[config.mk]
export PLATFORM = sky130hd
export DESIGN_NAME = rob_queue
export DESIGN_NICKNAME = d
export VERILOG_FILES = /design/src/rtl/rob_queue.sv
export SDC_FILE = /design/constraint.sdc
export NUM_CORES = 1
export LEC_CHECK = 0
export CAP_MARGIN = 10
export CORE_AREA = 2 2 392 239
export DETAILED_ROUTE_END_ITERATION = 12
export DIE_AREA = 0 0 394 241
export PLACE_DENSITY_LB_ADDON = 0.25
export SYNTH_ARGS = -nofsm -noshare
export SYNTH_HDL_FRONTEND = slang
export SYNTH_SLANG_ARGS = --single-unit
[constraint.sdc]
create_clock -name clk -period 6.8 [get_ports clk]
set_input_delay 2.04 -clock clk [delete_from_list [all_inputs] [get_ports clk]]
set_output_delay 2.04 -clock clk [all_outputs]
set_load 0.01 [all_outputs]
[src/rtl/rob_queue.sv]
// Reorder buffer: in-order allocate and commit, out-of-order writeback,
// operand query with same-cycle writeback bypass, and flush on a mispredict.
module rob_queue #(
  parameter int DEPTH  = 16,
  parameter int NO_TAG = 16,
  localparam int AW    = $clog2(DEPTH)
) (
  input  logic          clk,
  input  logic          rst,
  input  logic          rdy,
  input  logic          dc_valid,
  input  logic [4:0]    dc_rd,
  input  logic          dc_is_br,
  output logic          full,
  output logic [AW-1:0] rob_en,
  input  logic          wb_valid,
  input  logic [AW-1:0] wb_tag,
  input  logic [31:0]   wb_val,
  input  logic          wb_mispred,
  input  logic [31:0]   wb_target,
  input  logic [AW-1:0] qj_tag,
  input  logic [AW-1:0] qk_tag,
  output logic          qj_ok,
  output logic          qk_ok,
  output logic [31:0]   vj,
  output logic [31:0]   vk,
  output logic          commit,
  output logic [AW-1:0] commit_tag,
  output logic [31:0]   commit_val,
  output logic [4:0]    commit_rd,
  output logic          clear,
  output logic [31:0]   clear_pc
);

  localparam logic [AW:0] FULL_CNT = (AW+1)'(DEPTH);
  localparam logic [AW:0] NO_TAG_W = (AW+1)'(NO_TAG);

  logic [DEPTH-1:0] busy;
  logic [DEPTH-1:0] ready;
  logic [DEPTH-1:0] is_br;
  logic [DEPTH-1:0] mispred;
  logic [4:0]       rd_q  [DEPTH];
  logic [31:0]      val_q [DEPTH];
  logic [31:0]      tgt_q [DEPTH];

  logic [AW-1:0] head;
  logic [AW-1:0] tail;
  logic [AW:0]   count;

  logic full_r;
  logic alloc;
  logic wb_hit;
  logic do_commit;
  logic do_clear;
  logic qj_hit;
  logic qk_hit;

  // Handshake decisions; full is taken from the registered count only.
  always_comb begin
    full_r    = (count == FULL_CNT);
    do_commit = ~rst & rdy & busy[head] & ready[head];
    do_clear  = do_commit & is_br[head] & mispred[head];
    alloc     = ~rst & rdy & dc_valid & ~full_r & ~do_clear;
    wb_hit    = ~rst & rdy & wb_valid & busy[wb_tag];
  end

  // Retire port, flush request and allocation tag.
  always_comb begin
    full       = ~rst & full_r;
    rob_en     = rst ? '0 : tail;
    commit     = do_commit;
    commit_tag = do_commit ? head : '0;
    commit_val = do_commit ? val_q[head] : '0;
    commit_rd  = do_commit ? rd_q[head] : '0;
    clear      = do_clear;
    clear_pc   = do_clear ? tgt_q[head] : '0;
  end

  // Operand lookup: stored result first, else the writeback in flight.
  always_comb begin
    qj_ok  = 1'b0;
    qk_ok  = 1'b0;
    vj     = '0;
    vk     = '0;
    qj_hit = ~rst & ({1'b0, qj_tag} != NO_TAG_W) & busy[qj_tag];
    qk_hit = ~rst & ({1'b0, qk_tag} != NO_TAG_W) & busy[qk_tag];
    if (qj_hit && ready[qj_tag]) begin
      qj_ok = 1'b1;
      vj    = val_q[qj_tag];
    end else if (qj_hit && wb_valid && wb_tag == qj_tag) begin
      qj_ok = 1'b1;
      vj    = wb_val;
    end
    if (qk_hit && ready[qk_tag]) begin
      qk_ok = 1'b1;
      vk    = val_q[qk_tag];
    end else if (qk_hit && wb_valid && wb_tag == qk_tag) begin
      qk_ok = 1'b1;
      vk    = wb_val;
    end
  end

  // Entry status flags and queue pointers.
  always_ff @(posedge clk) begin
    if (rst) begin
      busy    <= '0;
      ready   <= '0;
      is_br   <= '0;
      mispred <= '0;
      head    <= '0;
      tail    <= '0;
      count   <= '0;
    end else if (do_clear) begin
      busy  <= '0;
      ready <= '0;
      head  <= '0;
      tail  <= '0;
      count <= '0;
    end else begin
      if (alloc) begin
        busy[tail]    <= 1'b1;
        ready[tail]   <= 1'b0;
        mispred[tail] <= 1'b0;
        is_br[tail]   <= dc_is_br;
        tail          <= tail + AW'(1);
      end
      if (wb_hit) begin
        ready[wb_tag]   <= 1'b1;
        mispred[wb_tag] <= wb_mispred;
      end
      if (do_commit) begin
        busy[head]  <= 1'b0;
        ready[head] <= 1'b0;
        head        <= head + AW'(1);
      end
      if (alloc && !do_commit)
        count <= count + (AW+1)'(1);
      else if (!alloc && do_commit)
        count <= count - (AW+1)'(1);
    end
  end

  // Entry payload; only meaningful while the entry is busy.
  always_ff @(posedge clk) begin
    if (alloc)
      rd_q[tail] <= dc_rd;
    if (wb_hit) begin
      val_q[wb_tag] <= wb_val;
      tgt_q[wb_tag] <= wb_target;
    end
  end

endmodule

After elaboration in Yosys (flattened, before gate mapping)
Memories as Yosys holds them, arrays and structs flattened. A register that Yosys moved wholly into a read port is not among the register bits.
Index checks and enable logic that the tools add are counted.
Widths: inputs -> output; s select.
{ "op_classes": {"n_addsub": 4, "multipliers": 0, "n_div": 0, "order_cmp": 8, "eq_ne": 3, "shift": 0, "n_mux": 66, "bitwise": 24, "n_reduce_logical": 16} }
{ "ops": {"columns": ["cell", "n"], "rows": [
  ["$mux 16", 15],
  ["$mux 32", 6],
  ["$and 16x16->16", 4],
  ["$bmux 1 s4", 9],
  ["$bwmux 16", 2],
  ["$mux 4", 8],
  ["$not 16->16", 2],
  ["$or 16x16->16", 2],
  ["$lt 4x5->1 const B", 5],
  ["$mux 1", 20],
  ["$mux 5", 3],
  ["$and 1x1->1", 13],
  ["$demux 1 s4", 3],
  ["$ge 4x1->1 const B", 3],
  ["$logic_and 1x1->1", 11],
  ["$add 4x1->4 const B", 2],
  ["$eq 4x4->1", 2],
  ["$add 5x1->5 const B", 1],
  ["$eq 5x5->1 const B", 1],
  ["$sub 5x1->5 const B", 1],
  ["$not 1->1", 3],
  ["$logic_not 1->1", 2],
  ["$reduce_and 2->1", 1],
  ["$reduce_bool 2->1", 1],
  ["$reduce_or 2->1", 1]
]} }
{ "word_totals": {"register_bits": 77, "latch_bits": 0, "ram_bits": 1104, "rom_bits": 0, "in_bits": 88, "output_inout_bits": 146, "word_cells": 131, "memories": 3} }
{ "mem_list": {"columns": ["name", "depth", "word_bits", "rd", "rd_clocked_by_memory_dff", "write_ports", "line", "source"], "rows": [
  ["tgt_q", 16, 32, 1, 1, 1, "44", "logic [31:0] tgt_q [DEPTH];"],
  ["val_q", 16, 32, 3, 1, 1, "43", "logic [31:0] val_q [DEPTH];"],
  ["rd_q", 16, 5, 1, 1, 1, "42", "logic [4:0] rd_q [DEPTH];"]
]} }

Longest topological paths before layout
Gate-level depths: netlist (run 1).
{ "logic_depth": {"depth_word": 17, "depth_mapped": 16, "ltp_nobuf": 13} }

Least setup slack after synthesis (run 1)
OpenSTA, ideal clock, no wires.
{ "synth_path": {"path_type": "input to output", "start": "in qj_tag[2]", "end": "out vj[10]", "arrival_ns": 4.097, "required_ns": 4.760, "path_slack_ns": 0.663, "stages": 7, "path_buffers": 2, "path_cell_list": "buf_1 -> mux4_2 -> mux4_2 -> nand2_1 -> buf_4 -> mux2i_1 -> nor2_1"} }
{ "synth_between": {"elab_chain_len": 7, "elab_cells_between_ends": 12, "classes_between": "eq/ne: 1; mux: 6; bitwise: 1; reduce/logical: 3; memory: 1"} }
{ "synth_lines": {"columns": ["item", "line", "source"], "rows": [
  ["start: declaration", "21", "input logic [AW-1:0] qj_tag,"],
  ["$bmux 1 s4", "85", "qj_hit = ~rst & ({1'b0, qj_tag} != NO_TAG_W) & busy[qj_tag];"],
  ["$mux 1 (implied by the code)", "85", null],
  ["$and 1x1->1", "85", null],
  ["$logic_and 1x1->1 (2 in series)", "90", "end else if (qj_hit && wb_valid && wb_tag == qj_tag) begin"],
  ["$mux 32", "90", null],
  ["$mux 32 (*)", "87", "if (qj_hit && ready[qj_tag]) begin"],
  ["end: declaration", "25", "output logic [31:0] vj,"]
]} }
Every way passes the cells marked *; elsewhere a longest branch is shown, timed or not. The select of a mux whose other input is x is not followed.

Worst setup path after layout (run 1)
{ "layout_path": {"start": "in qk_tag[2]", "end": "out vk[19]"} }
{ "layout_between": {"elab_chain_len": 7, "elab_cells_between_ends": 12, "classes_between": "eq/ne: 1; mux: 6; bitwise: 1; reduce/logical: 3; memory: 1"} }
{ "layout_lines": {"columns": ["item", "line", "source"], "rows": [
  ["start: declaration", "22", "input logic [AW-1:0] qk_tag,"],
  ["$bmux 1 s4", "86", "qk_hit = ~rst & ({1'b0, qk_tag} != NO_TAG_W) & busy[qk_tag];"],
  ["$mux 1 (implied by the code)", "86", null],
  ["$and 1x1->1", "86", null],
  ["$logic_and 1x1->1 (2 in series)", "97", "end else if (qk_hit && wb_valid && wb_tag == qk_tag) begin"],
  ["$mux 32", "97", null],
  ["$mux 32 (*)", "94", "if (qk_hit && ready[qk_tag]) begin"],
  ["end: declaration", "26", "output logic [31:0] vk,"]
]} }
Marked as above.

==> flow_metrics.tcl, run 1 <==
set metrics [dict create \
    core-area_sq_um 91100 \
    synth_cells 2717 \
    portBuffers 233 \
    fp.dieW_um 394 \
    clk_pin_slew_ns 0.07 \
    numCtsBuffers 106 \
    grt_pass1_vias 31500 \
    ys_seq_area_share_pct 62.8 \
    grt_max_degree 85 \
    peakVddDrop_mv 0.203 \
    drcViolationCount 0 \
    synth_edf_count 1104 \
    p_leak_nw 19.7 \
    finalSetupViolCount 0 \
    clkSinkCount 1185 \
    fin_skew_ns 0.0313 \
    wl_um 151000 \
    fin_crit_sh_pct 98.9 \
    area_growth_pct 14.2 \
    status "complete, no violations" \
    grt_usage_pct 32.3 \
    num_vias 31600 \
    ys_types 60 \
    die_h_um 241 \
    instances_no_fill 4283 \
    layout_min_cycle_time_ns 6.72 \
    hpwl_um 84400 \
    hp-class "flip-flop to flip-flop" \
    register_area_sq_um 34800 \
    nNetsFinal 3060 \
    antenna_left 0 \
    ctsHoldBuffers 0 \
    cp-end-kind "primary output" \
    wl_per_cell_um 35.3 \
    max_cap_violations 0 \
    slew_viol_final 0 \
    tightestPinTransition_ns 1.08 \
    rsz0062_at_grt "true" \
    gr-total-overflow 0 \
    drive_gt1_share_pct 34.5 \
    postSynth.asyncResetShare_pct 0 \
    filler_cell_count 5447 \
    hold_viol_final 0 \
    synthFlopType "edfxtp_1" \
    drt_iter0_drc 5144 \
    syn_area_sq_um 55400 \
    worst-setup-path-type "primary input to primary output" \
    synth_fp_nets 2818 \
    postSynthAreaPerCell_sq_um 20.4 \
    start_kind "primary input" \
    grt_first_pass_wirelength_um 220000 \
    rows 86 \
    slew_headroom_pct 27.7 \
    timing.setup.tns_ns 0 \
    synth_seq_cells 1185 \
    fmax_mhz 149 \
    io_pins 234 \
    cts_tree "yes" \
    first_pass_iters 6 \
    htree_levels 3 \
    cts-root-buf "clkbuf_16" \
    worstPathRequired_ns 4.76 \
    place_congestion 0.905 \
    multi_input_area_sq_um 19600 \
    antenna_found_initial 8 \
    dp_cells 4073 \
    powerDensity_nw_per_um2 232 \
    fp.dieArea_sq_um 95000 \
    routed_via_density 7.39 \
    initial_core_util_pct 60.8 \
    yosys_warnings 0 \
    arrival_ns 4.68 \
    cp_max_fo 12 \
    clk_latency_ns 0.72 \
    cts_buffer_depth 3 \
]
per-layer routing:
metal / wire (um) / vias to the layer above / global-route usage [%] / part of all wire, %
met5: 82 / - / 0 / 0.054
met2: 69900 / 2448 / 48.0 / 46
li1: - / 12200 / - / -
met4: 4440 / 12 / 9.35 / 2.9
met3: 19700 / 332 / 9.91 / 13
met1: 57100 / 16600 / 47.0 / 38
logic make-up (layout without fill, tap and decap cells):
group | after synthesis | after routing | synth area share [%]
flip-flops | 1185 | 1185 | 62.8
AND/OR/NAND/NOR | 327 | 327 | 3.01
adder cells (fa/ha/maj) | 13 | 13 | 0.307
other | 0 | 4 | 0
AO/OA/AOI/OAI | 177 | 177 | 2.25
XOR/XNOR | 14 | 14 | 0.221
buffers and inverters | 240 | 570 | 2.06
multiplexers | 761 | 761 | 29.3
where the power goes:
group,internal [W],switching (W)
sequential,0.00796,0.00000440
combinational,0.000291,0.000342
clock,0.00337,0.00270
through the flow:
| step | worst slack [ns] | area [sq um] | power (W) | util (%) | hold WS [ns] |
|---|---|---|---|---|---|
| 2_1_floorplan | 0.663 | 55400 | 0.00848 | - | 0.440 |
| 5_1_grt | -0.0329 | 63300 | 0.0150 | 69.4 | 0.476 |
| 3_5_place_dp | -0.00983 | 59600 | 0.00875 | 65.4 | 0.457 |
| 6_report | 0.0764 | 63300 | 0.0147 | 69.4 | 0.470 |
| 3_3_place_gp | 0.0460 | 59600 | 0.00873 | 65.4 | 0.451 |
| 4_1_cts | 0.0326 | 63100 | 0.0147 | 69.3 | 0.467 |
cells in the mapped netlist, drive strengths merged, types with 2 or more instances:
cell type  instances  area (sq um)
clkinv             2          25.0
o21a               2          15.0
mux2               7          82.6
and3              59           369
a32oi              2          17.5
a21o               8          60.1
nor2             101           387
clkbuf           119           454
a31oi             12          75.1
a21oi             66           409
a311oi            12           105
a221oi             7          61.3
o22ai              3          18.8
mux2i             65           651
nand2b             5          33.8
nand2             48           196
a211oi             9          67.6
mux4             689         15500
xor2              10          87.6
nand3b             2          15.0
nor3b              2          15.0
inv               21          78.8
buf               98           583
and2              41           257
o31a               2          17.5
o32ai              3          26.3
nand3             33           165
edfxtp          1104         33200
nor4               4          25.0
xnor2              4          35.0
o211ai             2          15.0
a21boi             2          26.3
a2111oi            3          26.3
dfxtp             81          1620
o21ai             42           289
and4               2          17.5
nor2b             18           113
ha                12           150
nor3               9          50.1
sequential cells by signal, summed over array words and instances, names as in the netlist, named ones only:
signal	flops
val_q	512
tgt_q	512
count	5
ready	16
busy	16
rd_q	80
mispred	16
is_br	16
tail	4
head	4
path summary, 6_finish.rpt:
path,from,endpoint,slack [ns],cells past startpoint
max,qk_tag[2],vk[19],0.08,9
min,mispred[15],mispred[15],0.47,2
max reg2reg,head[3],count[4],2.37,13
min reg2reg,mispred[15],mispred[15],0.47,2
what timing repair did:
item | in CTS | in global routing
setup buffers | 0 | 8
endpoints found under the hold margin | 0 | 0
endpoints found under the setup margin | 65 | 72
gates resized for setup | 4 | 9
pin swaps | 0 | 1
cloned | 2 | 0
layout by cell type, fill, tap and decap left out, drive strengths merged, types with 42 or more instances in the layout:
cell type,count
nand2,48
mux2i,65
dfxtp,81
o21ai,42
clkdlybuf4s50,223
edfxtp,1104
a21oi,66
clkinv,47
mux4,689
nor2,101
buf,125
and3,59
clkbuf,135
critical path, stage by stage:
cell and delay (ns):
buf_4 0.18, mux4_2 0.53, mux4_2 0.54, nand2_2 0.12, buf_12 0.21, buf_6 0.21
mux2i_1 0.10, nor2_1 0.15, clkdlybuf4s50_1 0.59
cell type report:
class,instances,share of cell area (%)
repair buffers,349,5.90
repair inverters,2,0.0514
clock inverters,61,1.01
multi-input cells,1292,30.9
flip-flops and latches,1185,55.0
diodes,4,0.0158
well taps,1232,2.44
clock buffers,135,4.48
inverters,23,0.186
Power figures use the tool's default switching activity.
==> run 2: changes to the inputs <==
CORE_AREA = 2 2 413 251   (was 2 2 392 239)
DIE_AREA = 0 0 415 253   (was 0 0 394 241)
clock period = 5.97 ns   (was 6.8 ns; I/O delays follow)
==> flow_metrics.tcl, run 2 (synthesis results as in run 1) <==
set metrics [dict create \
    status "complete, no violations" \
    clk_latency_ns 0.72 \
    max_cap_violations 0 \
    slowest_delay_ns 0.52 \
    grt_usage_pct 29.3 \
    switching_share_pct 21.0 \
    crit_path_top_delay_cell "mux4_2" \
    placed_area_sq_um 60600 \
    design_area_sq_um 64700 \
    final_common_cell "edfxtp_1" \
    mostFrequentLayoutCells "edfxtp_1 (1104), mux4_2 (689), buf_4 (123), dlygate4sd2_1 (116), clkbuf_16 (109)" \
    fmax_mhz 169 \
    hold_viol_final 0 \
    nNetsFinal 3150 \
    hpwl_um 89900 \
    drt_iter0_drc 4633 \
    htree_levels 3 \
    cts_tree "yes" \
    ctsHoldBuffers 0 \
    slew_headroom_pct 29.6 \
    wl_per_cell_um 34.0 \
    worstPathRequired_ns 4.18 \
    p_leak_nw 21.2 \
    p_int_w 0.0134 \
    fp.dieArea_sq_um 105000 \
    hp-class "flip-flop to flip-flop" \
    grt_first_pass_wirelength_um 223000 \
    first_pass_iters 6 \
    arrival_ns 4.13 \
    crit_family "multiplexers" \
    cp_max_fo 9 \
    drcViolationCount 0 \
    dp_cells 4257 \
    routed_via_density 7.06 \
    grt_pass1_vias 32200 \
    wl_um 153000 \
    clkSinkCount 1185 \
    die_h_um 253 \
    path_cells "buf_8 > mux4_2 > mux4_2 > nor2b_1 > nand2_2 > buf_12 > buf_6 > mux2i_4 > nor2_1 > dlygate4sd2_1" \
    numCtsBuffers 109 \
    powerDensity_nw_per_um2 261 \
    rows 91 \
    grt_max_degree 78 \
    p_comb_share_pct 4.6 \
    start_kind "primary input" \
    core-area_sq_um 102000 \
    peakVddDrop_mv 0.242 \
    antenna_found_initial 7 \
    fin_crit_sh_pct 99.1 \
    portBuffers 233 \
    fp.dieW_um 415 \
    finalSetupViolCount 0 \
    power.switching_w 0.00354 \
    p_clk_share_pct 41.8 \
    path_buf_inv 4 \
    reg_top3 "tgt_q (512), val_q (512), rd_q (80)" \
    num_vias 31700 \
    seqPwrFrac_pct 53.7 \
    layout_min_cycle_time_ns 5.92 \
    slew_viol_final 0 \
    fin_skew_ns 0.0171 \
    area_growth_pct 16.8 \
    cts_buffer_depth 3 \
    initial_core_util_pct 54.5 \
    crit_top_cell "mux4_2" \
    place_congestion 0.926 \
    worst-setup-path-type "primary input to primary output" \
    clk_pin_slew_ns 0.06 \
    tightestPinTransition_ns 1.06 \
    instances_no_fill 4491 \
    cts-root-buf "clkbuf_16" \
    io_pins 234 \
    drive_gt1_share_pct 36.7 \
    cp-end-kind "primary output" \
    gr-total-overflow 0 \
    antenna_left 0 \
]
[run 2: cell count changes in the layout (fill, tap and decap cells not counted), sizes merged]
cell,previous run,this run
dlymetal6s2s,1,14
clkdlybuf4s15,0,3
clkbuf,135,127
clkdlybuf4s50,223,87
clkinv,47,52
inv,24,26
dlygate4sd2,0,116
bufinv,11,13
bufbuf,0,2
diode,4,6
buf,125,216
[run 2: path summary, 6_finish.rpt]
check / end / slack (ns) / startpoint / depth (start not counted)
worst max-delay path: vk[27] / 0.05 / qk_tag[0] / 10
worst min-delay path: mispred[0] / 0.47 / mispred[0] / 2
worst max register to register: rd_q[11][0] / 1.88 / head[3] / 7
worst min register to register: mispred[0] / 0.47 / mispred[0] / 2
[run 2: cell type report]
cell class                 count  area (sq um)
fill                        6764         36900
sequential                  1185         34800
multi-input combinational   1292         19600
timing repair buffer         438          4880
clock buffer                 127          2800
tap                         1348          1690
clock inverter                72           746
inverter                      23           104
antenna                        6          15.0
[run 2: worst register-to-register path: stages, from the launching register on]
cell      delay [ns]
dfxtp_1         1.02
o21ai_0         0.36
mux4_2          0.55
mux2_4          0.55
nand2_8         0.17
clkinv_4        0.05
buf_4           0.30
nor2_1          0.71
[run 2: metrics by stage]
step / setup TNS (ns) / power, W / hold WS (ns) / worst slack (ns) / utilization (%)
final: 0 / 0.0169 / 0.469 / 0.0522 / 63.7
after global routing: -0.000468 / 0.0173 / 0.488 / -0.000468 / 63.7
after CTS: -0.495 / 0.0170 / 0.471 / -0.107 / 63.5
after detailed placement: -15.44 / 0.00999 / 0.461 / -0.196 / 59.7
after global placement: -17.27 / 0.00996 / 0.448 / -0.209 / 59.7
after floorplan: 0 / 0.00966 / 0.440 / 0.331 / -
[run 2: power by group through the flow]
stage	Clock, W	Sequential [W]	Combinational (W)
after global placement	0	0.00925	0.000710
after global routing	0.00746	0.00907	0.000816
final	0.00706	0.00907	0.000774
after detailed placement	0	0.00925	0.000734
after floorplan	0	0.00925	0.000407
after CTS	0.00713	0.00907	0.000764
[run 2: layer usage]
metal | global-route usage [%] | up-vias | share of wire [%]
met3 | 7.26 | 354 | 11
met4 | 10.0 | 2 | 3.4
met5 | 0 | - | 0.0072
met1 | 41.8 | 16700 | 39
li1 | - | 12400 | -
met2 | 45.0 | 2188 | 47
[run 2: what timing repair did]
item,in CTS,in global routing
cloned,5,0
endpoints found under the setup margin,139,20
pin swaps,4,2
buffers inserted,13,11
gates resized for setup,156,29
